File: config.mk
export PLATFORM = sky130hd
export DESIGN_NAME = interval_timer_flat
export DESIGN_NICKNAME = d
export VERILOG_FILES = /design/src/rtl/traffic_pkg.sv /design/src/rtl/interval_timer_if.sv /design/src/rtl/interval_timer_second_tick.sv /design/src/rtl/interval_timer.sv /design/src/flat_wrapper.sv
export SDC_FILE = /design/constraint.sdc
export NUM_CORES = 1
export LEC_CHECK = 0
export ABC_AREA = 0
export BUFFER_PORTS_ARGS = -buffer_cell sky130_fd_sc_hd__buf_2
export CAP_MARGIN = 25
export CORE_MARGIN = 10
export CORE_UTILIZATION = 45
export CTS_CLUSTER_SIZE = 8
export DETAILED_ROUTE_END_ITERATION = 7
export GPL_ROUTABILITY_DRIVEN = 0
export SLEW_MARGIN = 20
export SYNTH_ARGS = -nofsm -noshare
export SYNTH_HDL_FRONTEND = slang
export SYNTH_SLANG_ARGS = --single-unit
File: constraint.sdc
create_clock -name clk -period 2.8 [get_ports clk]
set_input_delay 0.14 -clock clk [delete_from_list [all_inputs] [get_ports clk]]
set_output_delay 0.14 -clock clk [all_outputs]
set_load 0.01 [all_outputs]
File: src/rtl/traffic_pkg.sv
// rtl/traffic_pkg.sv - shared constants, interval codes and timer FSM encoding
//
// Purpose: common definitions for the traffic controller slice. Imported by
//   interval_timer, second_tick and the bench.
// Contents:
//   INT_BASE/INT_EXT/INT_YEL/INT_RSVD  interval select codes driven to the store
//   TIME_W_DEFAULT                     default width of seconds values
//   timer_state_t                      interval_timer FSM states
//   prescale_w()                       prescaler width for a given divider
package traffic_pkg;

  localparam logic [1:0] INT_BASE = 2'b00;
  localparam logic [1:0] INT_EXT  = 2'b01;
  localparam logic [1:0] INT_YEL  = 2'b10;
  localparam logic [1:0] INT_RSVD = 2'b11;

  localparam int TIME_W_DEFAULT = 4;

  typedef enum logic [2:0] {
    ST_IDLE  = 3'd0,
    ST_SEL   = 3'd1,
    ST_WAIT  = 3'd2,
    ST_LOAD  = 3'd3,
    ST_COUNT = 3'd4
  } timer_state_t;

  // A divider of 1 still needs a 1-bit counter so the ports stay legal.
  function automatic int prescale_w(input int div);
    return (div > 1) ? $clog2(div) : 1;
  endfunction

endpackage

File: src/rtl/interval_timer_if.sv
// rtl/interval_timer_if.sv - controller/store <-> interval_timer signal bundle
//
// Purpose: groups the timer request, the parameter-store read path and the
//   timer status into one interface.
// Signals:
//   start_timer   1-cycle restart request
//   req_interval  interval code sampled with start_timer
//   value         seconds returned by the parameter store (registered there)
//   interval      interval select driven to the parameter store
//   busy          high from the start edge until expiry
//   expired       1-cycle expiry pulse
//   remaining     seconds left
//   pause         count hold, present only when TIMER_PAUSE_EN is defined
// Modports: master = controller/store side, slave = interval_timer.
interface interval_timer_if #(
  parameter int TIME_W = 4
) ();

  logic              start_timer;
  logic [1:0]        req_interval;
  logic [TIME_W-1:0] value;
  logic [1:0]        interval;
  logic              busy;
  logic              expired;
  logic [TIME_W-1:0] remaining;
`ifdef TIMER_PAUSE_EN
  logic              pause;

  modport master (
    output start_timer, req_interval, value, pause,
    input  interval, busy, expired, remaining
  );

  modport slave (
    input  start_timer, req_interval, value, pause,
    output interval, busy, expired, remaining
  );
`else
  modport master (
    output start_timer, req_interval, value,
    input  interval, busy, expired, remaining
  );

  modport slave (
    input  start_timer, req_interval, value,
    output interval, busy, expired, remaining
  );
`endif

endinterface

File: src/rtl/interval_timer_second_tick.sv
// rtl/interval_timer_second_tick.sv - one-second prescaler with clear and enable
//
// Purpose: counts clk cycles and flags the last cycle of each TICK_DIV period.
// Ports:
//   clk    in   system clock, rising edge
//   rst_n  in   asynchronous active-low reset
//   clr    in   synchronous clear to 0 (wins over en)
//   en     in   advance the count this cycle (low = hold)
//   tick   out  combinational, high in the cycle whose edge completes a period
module second_tick
  import traffic_pkg::*;
#(
  parameter int TICK_DIV = 4
) (
  input  logic clk,
  input  logic rst_n,
  input  logic clr,
  input  logic en,
  output logic tick
);

  localparam int CW = prescale_w(TICK_DIV);
  localparam logic [CW-1:0] LAST = CW'(TICK_DIV - 1);

  logic [CW-1:0] cnt;

  assign tick = en && !clr && (cnt == LAST);

  always_ff @(posedge clk or negedge rst_n) begin
    if (!rst_n) begin
      cnt <= '0;
    end else if (clr) begin
      cnt <= '0;
    end else if (en) begin
      cnt <= (cnt == LAST) ? '0 : cnt + CW'(1);
    end
  end

endmodule

File: src/rtl/interval_timer.sv
// rtl/interval_timer.sv - interval reader and whole-second countdown timer
//
// Purpose: on start_timer, selects the requested interval at the parameter
//   store, waits for the store's registered value, loads it and counts it down
//   one second per TICK_DIV clocks, pulsing expired when it reaches zero.
// Ports:
//   clk    in   system clock, rising edge
//   rst_n  in   asynchronous active-low reset
//   bus    interval_timer_if.slave (start_timer, req_interval, value, [pause]
//          in; interval, busy, expired, remaining out)
// Parameters: TICK_DIV clocks per second, TIME_W width of seconds values.
// Build option: TIMER_PAUSE_EN adds bus.pause, holding the count while high.
module interval_timer
  import traffic_pkg::*;
#(
  parameter int TICK_DIV = 100_000_000,
  parameter int TIME_W   = TIME_W_DEFAULT
) (
  input  logic             clk,
  input  logic             rst_n,
  interval_timer_if.slave  bus
);

  timer_state_t      state;
  timer_state_t      state_d;

  logic [1:0]        interval_q;
  logic [1:0]        interval_d;
  logic              busy_q;
  logic              busy_d;
  logic              expired_q;
  logic              expired_d;
  logic [TIME_W-1:0] remaining_q;
  logic [TIME_W-1:0] remaining_d;

  logic              hold;
  logic              presc_clr;
  logic              presc_en;
  logic              tick;

`ifdef TIMER_PAUSE_EN
  assign hold = bus.pause;
`else
  assign hold = 1'b0;
`endif

  // Prescaler runs only in COUNT; any start or leaving COUNT zeroes it, so a
  // fresh run always begins its first second from a clean phase at LOAD.
  assign presc_clr = (state != ST_COUNT) || bus.start_timer;
  assign presc_en  = (state == ST_COUNT) && !hold;

  second_tick #(
    .TICK_DIV (TICK_DIV)
  ) u_second_tick (
    .clk   (clk),
    .rst_n (rst_n),
    .clr   (presc_clr),
    .en    (presc_en),
    .tick  (tick)
  );

  assign bus.interval  = interval_q;
  assign bus.busy      = busy_q;
  assign bus.expired   = expired_q;
  assign bus.remaining = remaining_q;

  always_ff @(posedge clk or negedge rst_n) begin
    if (!rst_n) begin
      state       <= ST_IDLE;
      interval_q  <= INT_BASE;
      busy_q      <= 1'b0;
      expired_q   <= 1'b0;
      remaining_q <= '0;
    end else begin
      state       <= state_d;
      interval_q  <= interval_d;
      busy_q      <= busy_d;
      expired_q   <= expired_d;
      remaining_q <= remaining_d;
    end
  end

  // Next state: a start request restarts from any state, including COUNT on
  // its final tick, so an aborted run never reaches its expiry branch.
  always_comb begin
    state_d = state;
    if (bus.start_timer) begin
      state_d = ST_SEL;
    end else begin
      unique case (state)
        ST_IDLE:  state_d = ST_IDLE;
        ST_SEL:   state_d = ST_WAIT;
        ST_WAIT:  state_d = ST_LOAD;
        ST_LOAD:  state_d = ST_COUNT;
        ST_COUNT: begin
          if (remaining_q == '0) begin
            state_d = ST_IDLE;
          end else if (tick && (remaining_q == TIME_W'(1))) begin
            state_d = ST_IDLE;
          end
        end
        default:  state_d = ST_IDLE;
      endcase
    end
  end

  // Next register values. interval only changes on a start so the store
  // output stays stable after expiry; expired defaults low for a 1-cycle pulse.
  always_comb begin
    interval_d  = interval_q;
    busy_d      = busy_q;
    expired_d   = 1'b0;
    remaining_d = remaining_q;
    if (bus.start_timer) begin
      interval_d = bus.req_interval;
      busy_d     = 1'b1;
    end else begin
      unique case (state)
        ST_LOAD: begin
          remaining_d = bus.value;
        end
        ST_COUNT: begin
          if (remaining_q == '0) begin
            // Zero-length interval: expire on the first COUNT edge.
            expired_d = 1'b1;
            busy_d    = 1'b0;
          end else if (tick) begin
            if (remaining_q == TIME_W'(1)) begin
              remaining_d = '0;
              expired_d   = 1'b1;
              busy_d      = 1'b0;
            end else begin
              remaining_d = remaining_q - TIME_W'(1);
            end
          end
        end
        default: begin
        end
      endcase
    end
  end

endmodule

File: src/flat_wrapper.sv
// flat-port wrapper written by rule: the top's interface ports become plain ports
module interval_timer_flat import traffic_pkg::*;
#(
  parameter int TICK_DIV = 100_000_000,
  parameter int TIME_W   = TIME_W_DEFAULT
)
  (clk, rst_n, bus_start_timer, bus_req_interval, bus_value, bus_interval, bus_busy, bus_expired, bus_remaining);
  interval_timer_if #(.TIME_W(TIME_W)) bus_i ();
  input  logic clk;
  input  logic rst_n;
  input wire logic [$bits(bus_i.start_timer)-1:0] bus_start_timer;
  input wire logic [$bits(bus_i.req_interval)-1:0] bus_req_interval;
  input wire logic [$bits(bus_i.value)-1:0] bus_value;
  output wire logic [$bits(bus_i.interval)-1:0] bus_interval;
  output wire logic [$bits(bus_i.busy)-1:0] bus_busy;
  output wire logic [$bits(bus_i.expired)-1:0] bus_expired;
  output wire logic [$bits(bus_i.remaining)-1:0] bus_remaining;
  assign bus_i.start_timer = bus_start_timer;
  assign bus_i.req_interval = bus_req_interval;
  assign bus_i.value = bus_value;
  assign bus_interval = bus_i.interval;
  assign bus_busy = bus_i.busy;
  assign bus_expired = bus_i.expired;
  assign bus_remaining = bus_i.remaining;
  interval_timer #(.TICK_DIV(TICK_DIV), .TIME_W(TIME_W)) u_core (.clk(clk), .rst_n(rst_n), .bus(bus_i));
endmodule
==> flow_summary.json, run 1 <==
{
  "grt.met3_usage_pct": 3.69,
  "r2r_start": "u_core.u_second_tick.cnt[0]$_DFFE_PN0P_",
  "post-route-drc-count": 0,
  "clock_tree.buffer_depth": 2,
  "worstHoldStart": "bus_value[2]",
  "setup.worst_path.start_class": "register",
  "cp.required_ns": 2.99,
  "layout.nets": 234,
  "synth_top_cells_by_area": "sky130_fd_sc_hd__dfrtp_1, sky130_fd_sc_hd__xor2_1, sky130_fd_sc_hd__nor2_1",
  "met2_usage_pct": 17.6,
  "cts.repair_timing.setup_buffer_count": 0,
  "synth_cell_types": 42,
  "min_period_ns": 2.35,
  "post_synth_fa_ha_maj_area_fraction_pct": 2.55,
  "starting_density_pct": 47.7,
  "setup-tns-final_ns": 0,
  "power_density_nw_per_um2": 614,
  "cts_tree": "yes",
  "hold_path_depth": 3,
  "synth_mux_area_share_pct": 1.15,
  "dr.first_iter.drc_count": 127,
  "report.final.setup_viol": 0,
  "timing.critical_path.fanout_max": 10,
  "grt_start_max_net_pins": 39,
  "drive_above_1_share_pct": 16.2,
  "chipWidth_um": 86.1,
  "synth_flop_cell": "sky130_fd_sc_hd__dfrtp_1",
  "worst_setup_hold_path_clk_slew_ns": 0.08,
  "netlist_instances": 199,
  "place_area_um2": 2090,
  "netlist_area_um2": 1960,
  "grt_setup_unrepaired": "no",
  "dominant_combinational_cell_family_by_area_after_synthesis": "simple AND/OR/NAND/NOR gates",
  "placeableCoreArea_um2": 4120,
  "chipHeight_um": 86.1,
  "finalMaxSlewViolations": 0,
  "setup.reg_to_reg.worst_slack_ns": 0.45,
  "grt_most_used_layer": "met2",
  "cell_with_the_most_instances_after_synthesis": "sky130_fd_sc_hd__dfrtp_1",
  "synth.ff_latch_count": 38,
  "area_fraction_in_compound_gates_after_synthesis_pct": 5.35,
  "core.rowCount": 23,
  "synthToLayoutAreaGrowth_pct": 13.9,
  "antenna-diode-count": 0,
  "synth.cells.most_frequent": "sky130_fd_sc_hd__dfrtp_1, sky130_fd_sc_hd__nor2_1, sky130_fd_sc_hd__nand3_1, sky130_fd_sc_hd__xor2_1, sky130_fd_sc_hd__nand2_1",
  "critical_path_arrival_ns": 2.54,
  "synth-edff-count": 0,
  "antenna_found_initial": 0,
  "fin_total_pwr_mw": 1.37,
  "route.antenna.remaining_nets": 0,
  "use_met1_pct": 15.3,
  "synth_seq_area_share_pct": 48.4,
  "synth-simple-area-share_pct": 28.6,
  "first_drt_pass_iteration_count": 4,
  "critical_path.endpoint_type": "register",
  "slew_headroom_pct": 44.5,
  "timing.hold.worst.class": "in -> reg",
  "routed_wirelength_um": 4130,
  "achievable-frequency_mhz": 426,
  "yosys.area.top_type_share_pct": 48.4,
  "regToRegEndpoint": "u_core.bus.remaining[1]$_DFFE_PN0P_",
  "syn-num-nets": 212,
  "die_area_um2": 7410,
  "tightestPinTransition_ns": 0.832,
  "detail_route.wl_per_cell_um": 15.2,
  "ys_async_sr_fraction_pct": 100,
  "synth_top_area_cell": "sky130_fd_sc_hd__dfrtp_1",
  "r2r_cells": 6,
  "worstSetupPathType": "reg -> reg",
  "final.setup_skew_ns": 0.00704,
  "leakage_nw": 0.931,
  "cap_violations": 0,
  "grt_pass1_wl_um": 7120,
  "global_route.overflow_total": 0,
  "hold_viol": 0,
  "max-vdd-ir-drop_mv": 0.413,
  "clock_tree.root_cell": "sky130_fd_sc_hd__clkbuf_8",
  "design.portCount": 17,
  "synth-warning-count": 0,
  "synth_xor_xnor_area_share_pct": 11.1,
  "finalCritPeriodShare_pct": 83.9,
  "dp.final_hpwl_um": 3010,
  "vias_per_cell": 5.53,
  "portBuffers": 16,
  "cts_buffers": 5,
  "via_count_of_the_first_global_routing_pass": 1515,
  "post_synth.cell_area_avg_um2": 9.87,
  "htreeDepth": 2,
  "status": "complete, no violations",
  "routed-via-count": 1503,
  "worstSkewPairLatency_ns": 0.29,
  "finalInstanceArea_um2": 2240,
  "timing.hold.worst_endpoint": "u_core.bus.remaining[2]$_DFFE_PN0P_",
  "tritoncts_num_sinks": 38,
  "grt.total_usage_pct": 11.7
}
-- power by group --
part / total (mW) / switching [mW] / leakage [nW] / internal [mW]
clock network: 0.557 / 0.200 / 0.0683 / 0.357
registers: 0.623 / 0.0409 / 0.510 / 0.582
logic: 0.193 / 0.114 / 0.353 / 0.0797
total: 1.37 / 0.355 / 0.931 / 1.02
-- registers in the layout (all words and copies together) (netlist names) --
signal / cells
u_core.u_second_tick.cnt: 27
u_core.bus.expired: 1
u_core.state: 3
u_core.bus.interval: 2
u_core.bus.busy: 1
u_core.bus.remaining: 4
-- per-layer routing --
| metal | vias to the layer above | part of all wire, % | wire length (um) |
|---|---|---|---|
| li1 | 729 | - | - |
| met1 | 730 | 47 | 1960 |
| met2 | 37 | 47 | 1940 |
| met3 | 7 | 4.5 | 184 |
| met4 | 0 | 1.2 | 51 |
| met5 | - | 0 | 0 |
-- through the flow --
stage | cells | util (%) | hold slack (ns) | worst slack (ns)
after floorplan | 199 | - | -0.156 | 0.524
after CTS | 272 | 54.4 | 0.0514 | 0.436
final | 272 | 54.4 | 0.0533 | 0.450
after global routing | 272 | 54.4 | 0.0774 | 0.340
after global placement | 263 | 50.8 | 0.280 | 0.521
after detailed placement | 263 | 50.8 | 0.294 | 0.464
-- how the worst max path moves through the flow --
stage,from,depth (start not counted),to,slack (ns)
after global placement,u_core.u_second_tick.cnt[0]$_DFFE_PN0P_,6,u_core.bus.remaining[1]$_DFFE_PN0P_,0.52
after detailed placement,u_core.u_second_tick.cnt[0]$_DFFE_PN0P_,6,u_core.bus.remaining[1]$_DFFE_PN0P_,0.46
after global routing,u_core.u_second_tick.cnt[0]$_DFFE_PN0P_,6,u_core.bus.remaining[1]$_DFFE_PN0P_,0.34
final,u_core.u_second_tick.cnt[0]$_DFFE_PN0P_,6,u_core.bus.remaining[1]$_DFFE_PN0P_,0.45
after CTS,u_core.u_second_tick.cnt[0]$_DFFE_PN0P_,6,u_core.bus.remaining[1]$_DFFE_PN0P_,0.44
after floorplan,u_core.u_second_tick.cnt[0]$_DFFE_PN0P_,7,u_core.bus.remaining[1]$_DFFE_PN0P_,0.52
-- critical path, stage by stage, from the launching register on --
cell and delay, ns:
sky130_fd_sc_hd__dfrtp_1 0.39, sky130_fd_sc_hd__ha_1 0.26, sky130_fd_sc_hd__nand4_2 0.15, sky130_fd_sc_hd__or2_1 0.27
sky130_fd_sc_hd__or4_4 0.55, sky130_fd_sc_hd__or3_1 0.39, sky130_fd_sc_hd__a31o_1 0.22
-- area by class of cell --
| type | count | area, um^2 |
|---|---|---|
| clock inverter | 3 | 68.8 |
| inverter | 6 | 22.5 |
| clock buffer | 5 | 68.8 |
| tap | 50 | 62.6 |
| fill | 374 | 1880 |
| multi-input combinational | 151 | 958 |
| sequential | 38 | 951 |
| timing repair buffer | 19 | 105 |
-- what timing repair did --
action	in CTS	in global routing
hold endpoints to repair	38	0
hold buffers	1	0
gates resized for setup	0	0
-- cell usage in the layout (no fill, tap or decap), types with 2 or more instances in the layout --
master | Yosys | final
sky130_fd_sc_hd__nor4_2 | 2 | 2
sky130_fd_sc_hd__mux2_2 | 2 | 2
sky130_fd_sc_hd__dfrtp_1 | 38 | 38
sky130_fd_sc_hd__or3_1 | 3 | 3
sky130_fd_sc_hd__nor2_1 | 34 | 34
sky130_fd_sc_hd__or4_1 | 2 | 2
sky130_fd_sc_hd__inv_1 | 6 | 6
sky130_fd_sc_hd__o21ai_0 | 2 | 2
sky130_fd_sc_hd__bufinv_16 | 0 | 2
sky130_fd_sc_hd__nand3_1 | 17 | 17
sky130_fd_sc_hd__and3_1 | 7 | 7
sky130_fd_sc_hd__o21a_1 | 2 | 2
sky130_fd_sc_hd__xnor2_1 | 9 | 9
sky130_fd_sc_hd__buf_2 | 2 | 16
sky130_fd_sc_hd__nand4_1 | 7 | 7
sky130_fd_sc_hd__a21oi_1 | 2 | 2
sky130_fd_sc_hd__and2_1 | 3 | 3
sky130_fd_sc_hd__buf_4 | 0 | 2
sky130_fd_sc_hd__o31ai_1 | 2 | 2
sky130_fd_sc_hd__ha_1 | 4 | 4
sky130_fd_sc_hd__nand2_1 | 13 | 13
sky130_fd_sc_hd__xor2_1 | 16 | 16
sky130_fd_sc_hd__nor3_1 | 4 | 4
sky130_fd_sc_hd__clkbuf_8 | 0 | 5
-- cells by family after synthesis --
family / after synthesis
AOI/OAI and AO/OA: 15
xor gates and xnor gates: 25
adders and majority gates: 4
buffers and inverters: 10
DFF: 38
muxes: 2
and+or+nand+nor: 105
No activity file was read; power rests on OpenSTA's default activity.
==> inputs of run 2 (changes only) <==
- PLACE_DENSITY: unset -> 0.65
- clock period: 2.8 -> 1.9 ns (I/O delays scaled with it)
==> run 2 against run 1 <==
- clock power shrank 7.7%
- highest routed layer unchanged
- the flow now finishes with violations (setup timing)
- clock skew shrank 0.0011 ns
- combinational power grew 85%
- count of clock-buffer cells in the layout grew 2
- final cell count grew 15%
==> flow_summary.json, run 2 (synthesis gave the netlist of run 1 again) <==
{
  "post-route-drc-count": 0,
  "hold_viol": 0,
  "routed_wirelength_um": 4700,
  "placeableCoreArea_um2": 4120,
  "final_cell_mix": "sky130_fd_sc_hd__buf_4, sky130_fd_sc_hd__dfrtp_1, sky130_fd_sc_hd__nor2_1",
  "layout.nets": 277,
  "net-switching-power_mw": 0.517,
  "finalCritPeriodShare_pct": 110,
  "worstHoldStart": "bus_value[2]",
  "p_seq_share_pct": 51.1,
  "drive_above_1_share_pct": 33.7,
  "clock_tree.root_cell": "sky130_fd_sc_hd__clkbuf_8",
  "first_drt_pass_iteration_count": 4,
  "die_area_um2": 7410,
  "worst_setup_hold_path_clk_slew_ns": 0.06,
  "finalInstanceArea_um2": 2660,
  "cts_tree": "yes",
  "status": "complete, but fails checks",
  "finalMaxSlewViolations": 0,
  "core.rowCount": 23,
  "design.portCount": 17,
  "global_route.overflow_total": 0,
  "antenna_found_initial": 0,
  "grt_setup_unrepaired": "yes",
  "grt_start_max_net_pins": 39,
  "setup.reg_to_reg.worst_slack_ns": -0.19,
  "setup_slack_ns": -0.193,
  "timing.hold.worst_endpoint": "u_core.bus.remaining[2]$_DFFE_PN0P_",
  "critical_path_arrival_ns": 2.32,
  "power_density_nw_per_um2": 670,
  "power_frac_clock_pct": 28.8,
  "hold_path_depth": 3,
  "timing.hold.worst.class": "in -> reg",
  "cp.required_ns": 2.12,
  "tritoncts_num_sinks": 38,
  "slowest_stage": "sky130_fd_sc_hd__or4b_4",
  "max-vdd-ir-drop_mv": 0.389,
  "achievable-frequency_mhz": 478,
  "timing.critical_path.fanout_max": 2,
  "grt.total_usage_pct": 12.9,
  "worstSetupPathType": "reg -> reg",
  "final.setup_skew_ns": 0.00589,
  "path_common_cell": "sky130_fd_sc_hd__or3_1",
  "timing.hold.ws_ns": 0.0336,
  "met2_length_um": 2050,
  "setup-tns-final_ns": -1.94,
  "via_count_of_the_first_global_routing_pass": 1655,
  "critical_path_buf_inv_count": 0,
  "path_cells": "or4b_4 > or4_4 > or3_1 > or3_1 > nand3_1",
  "clock_tree.buffer_depth": 2,
  "dp.final_hpwl_um": 3090,
  "violations": "setup timing",
  "grt_pass1_wl_um": 7710,
  "utilization_after_layout_pct": 64.7,
  "place_area_um2": 2400,
  "vias_per_cell": 5.34,
  "wl_met1_um": 2250,
  "largest_register_ff_count": 27,
  "critical_path.endpoint_type": "register",
  "r2r_start": "u_core.state[0]$_DFFE_PN0P_",
  "wl_met3_um": 267,
  "tightestPinTransition_ns": 0.851,
  "detail_route.wl_per_cell_um": 15.0,
  "worstSkewPairLatency_ns": 0.29,
  "starting_density_pct": 47.7,
  "portBuffers": 16,
  "chipWidth_um": 86.1,
  "slew_headroom_pct": 43.3,
  "r2r_cells": 5,
  "cts_buffers": 5,
  "p_int_mw": 1.27,
  "setup.worst_path.start_class": "register",
  "htreeDepth": 2,
  "regToRegEndpoint": "u_core.bus.remaining[3]$_DFFE_PN0P_",
  "routed-via-count": 1677,
  "synthToLayoutAreaGrowth_pct": 35.5,
  "dr.first_iter.drc_count": 169,
  "layout.cells.most_common": "sky130_fd_sc_hd__buf_4",
  "chipHeight_um": 86.1,
  "largest-register": "u_core.u_second_tick.cnt",
  "cap_violations": 0,
  "worst_path_dominant_cell_family": "simple AND/OR/NAND/NOR gates",
  "min_period_ns": 2.09,
  "route.antenna.remaining_nets": 0,
  "leakage_nw": 1.18,
  "top_layer_used": "met4",
  "critical_path.max_stage_delay_ns": 0.53,
  "report.final.setup_viol": 32,
  "netSwitchingFraction_pct": 29.0,
  "antenna-diode-count": 0,
  "combPwrFrac_pct": 20.1
}
run 2: cell count changes in the layout (fill, tap and decap cells not counted), sizes merged:
cell	before	now
bufinv	2	0
clkinv	1	0
buf	18	61
clkbuf	5	7
run 2: worst reg2reg max path, cell delays in order, from the launching register on:
cell and delay, ns:
sky130_fd_sc_hd__dfrtp_1 0.38, sky130_fd_sc_hd__or4b_4 0.53, sky130_fd_sc_hd__or4_4 0.43, sky130_fd_sc_hd__or3_1 0.30
sky130_fd_sc_hd__or3_1 0.30, sky130_fd_sc_hd__nand3_1 0.09
run 2: how the worst max path moves through the flow:
stage	endpoint	from	cells past startpoint
2_1_floorplan	u_core.bus.remaining[1]$_DFFE_PN0P_	u_core.u_second_tick.cnt[0]$_DFFE_PN0P_	7
3_3_place_gp	u_core.bus.remaining[2]$_DFFE_PN0P_	u_core.u_second_tick.cnt[11]$_DFFE_PN0P_	6
3_5_place_dp	u_core.bus.remaining[2]$_DFFE_PN0P_	u_core.u_second_tick.cnt[11]$_DFFE_PN0P_	6
4_1_cts	u_core.bus.remaining[2]$_DFFE_PN0P_	u_core.u_second_tick.cnt[1]$_DFFE_PN0P_	7
5_1_grt	u_core.bus.remaining[2]$_DFFE_PN0P_	u_core.u_second_tick.cnt[1]$_DFFE_PN0P_	7
6_report	u_core.bus.remaining[3]$_DFFE_PN0P_	u_core.state[0]$_DFFE_PN0P_	5
run 2: power by group through the flow:
stage / combinational (mW) / sequential, mW / clock, mW
2_1_floorplan: 0.159 / 0.940 / 0
6_report: 0.358 / 0.910 / 0.514
4_1_cts: 0.344 / 0.908 / 0.536
5_1_grt: 0.396 / 0.914 / 0.556
3_3_place_gp: 0.332 / 0.919 / 0
3_5_place_dp: 0.333 / 0.921 / 0
run 2: metrics by stage:
stage,std cells,power (mW),setup slack (ns)
2_1_floorplan,199,1.10,-0.281
3_3_place_gp,300,1.25,-0.211
3_5_place_dp,300,1.25,-0.248
4_1_cts,313,1.79,-0.188
5_1_grt,314,1.87,-0.270
6_report,314,1.78,-0.193
run 2: per-layer routing:
| metal | vias to the layer above | track usage [%] |
|---|---|---|
| met4 | 0 | 4.79 |
| met5 | - | 0 |
| li1 | 825 | - |
| met3 | 14 | 4.82 |
| met1 | 799 | 17.0 |
| met2 | 39 | 18.7 |
run 2: final cells by class:
class	instances	area, um^2
Clock buffer	7	76.3
Inverter	6	22.5
Tap cell	50	62.6
Multi-Input combinational cell	151	1060
Sequential cell	38	951
Timing Repair Buffer	62	492
Fill cell	339	1450
run 2: what timing repair did:
action	4_1_cts	5_1_grt
endpoints found under the hold margin	38	0
buffers inserted	3	1
gates resized for setup	9	15
hold buffers	1	0
setup endpoints to repair	32	33
gates cloned	2	0
pin swaps	3	3
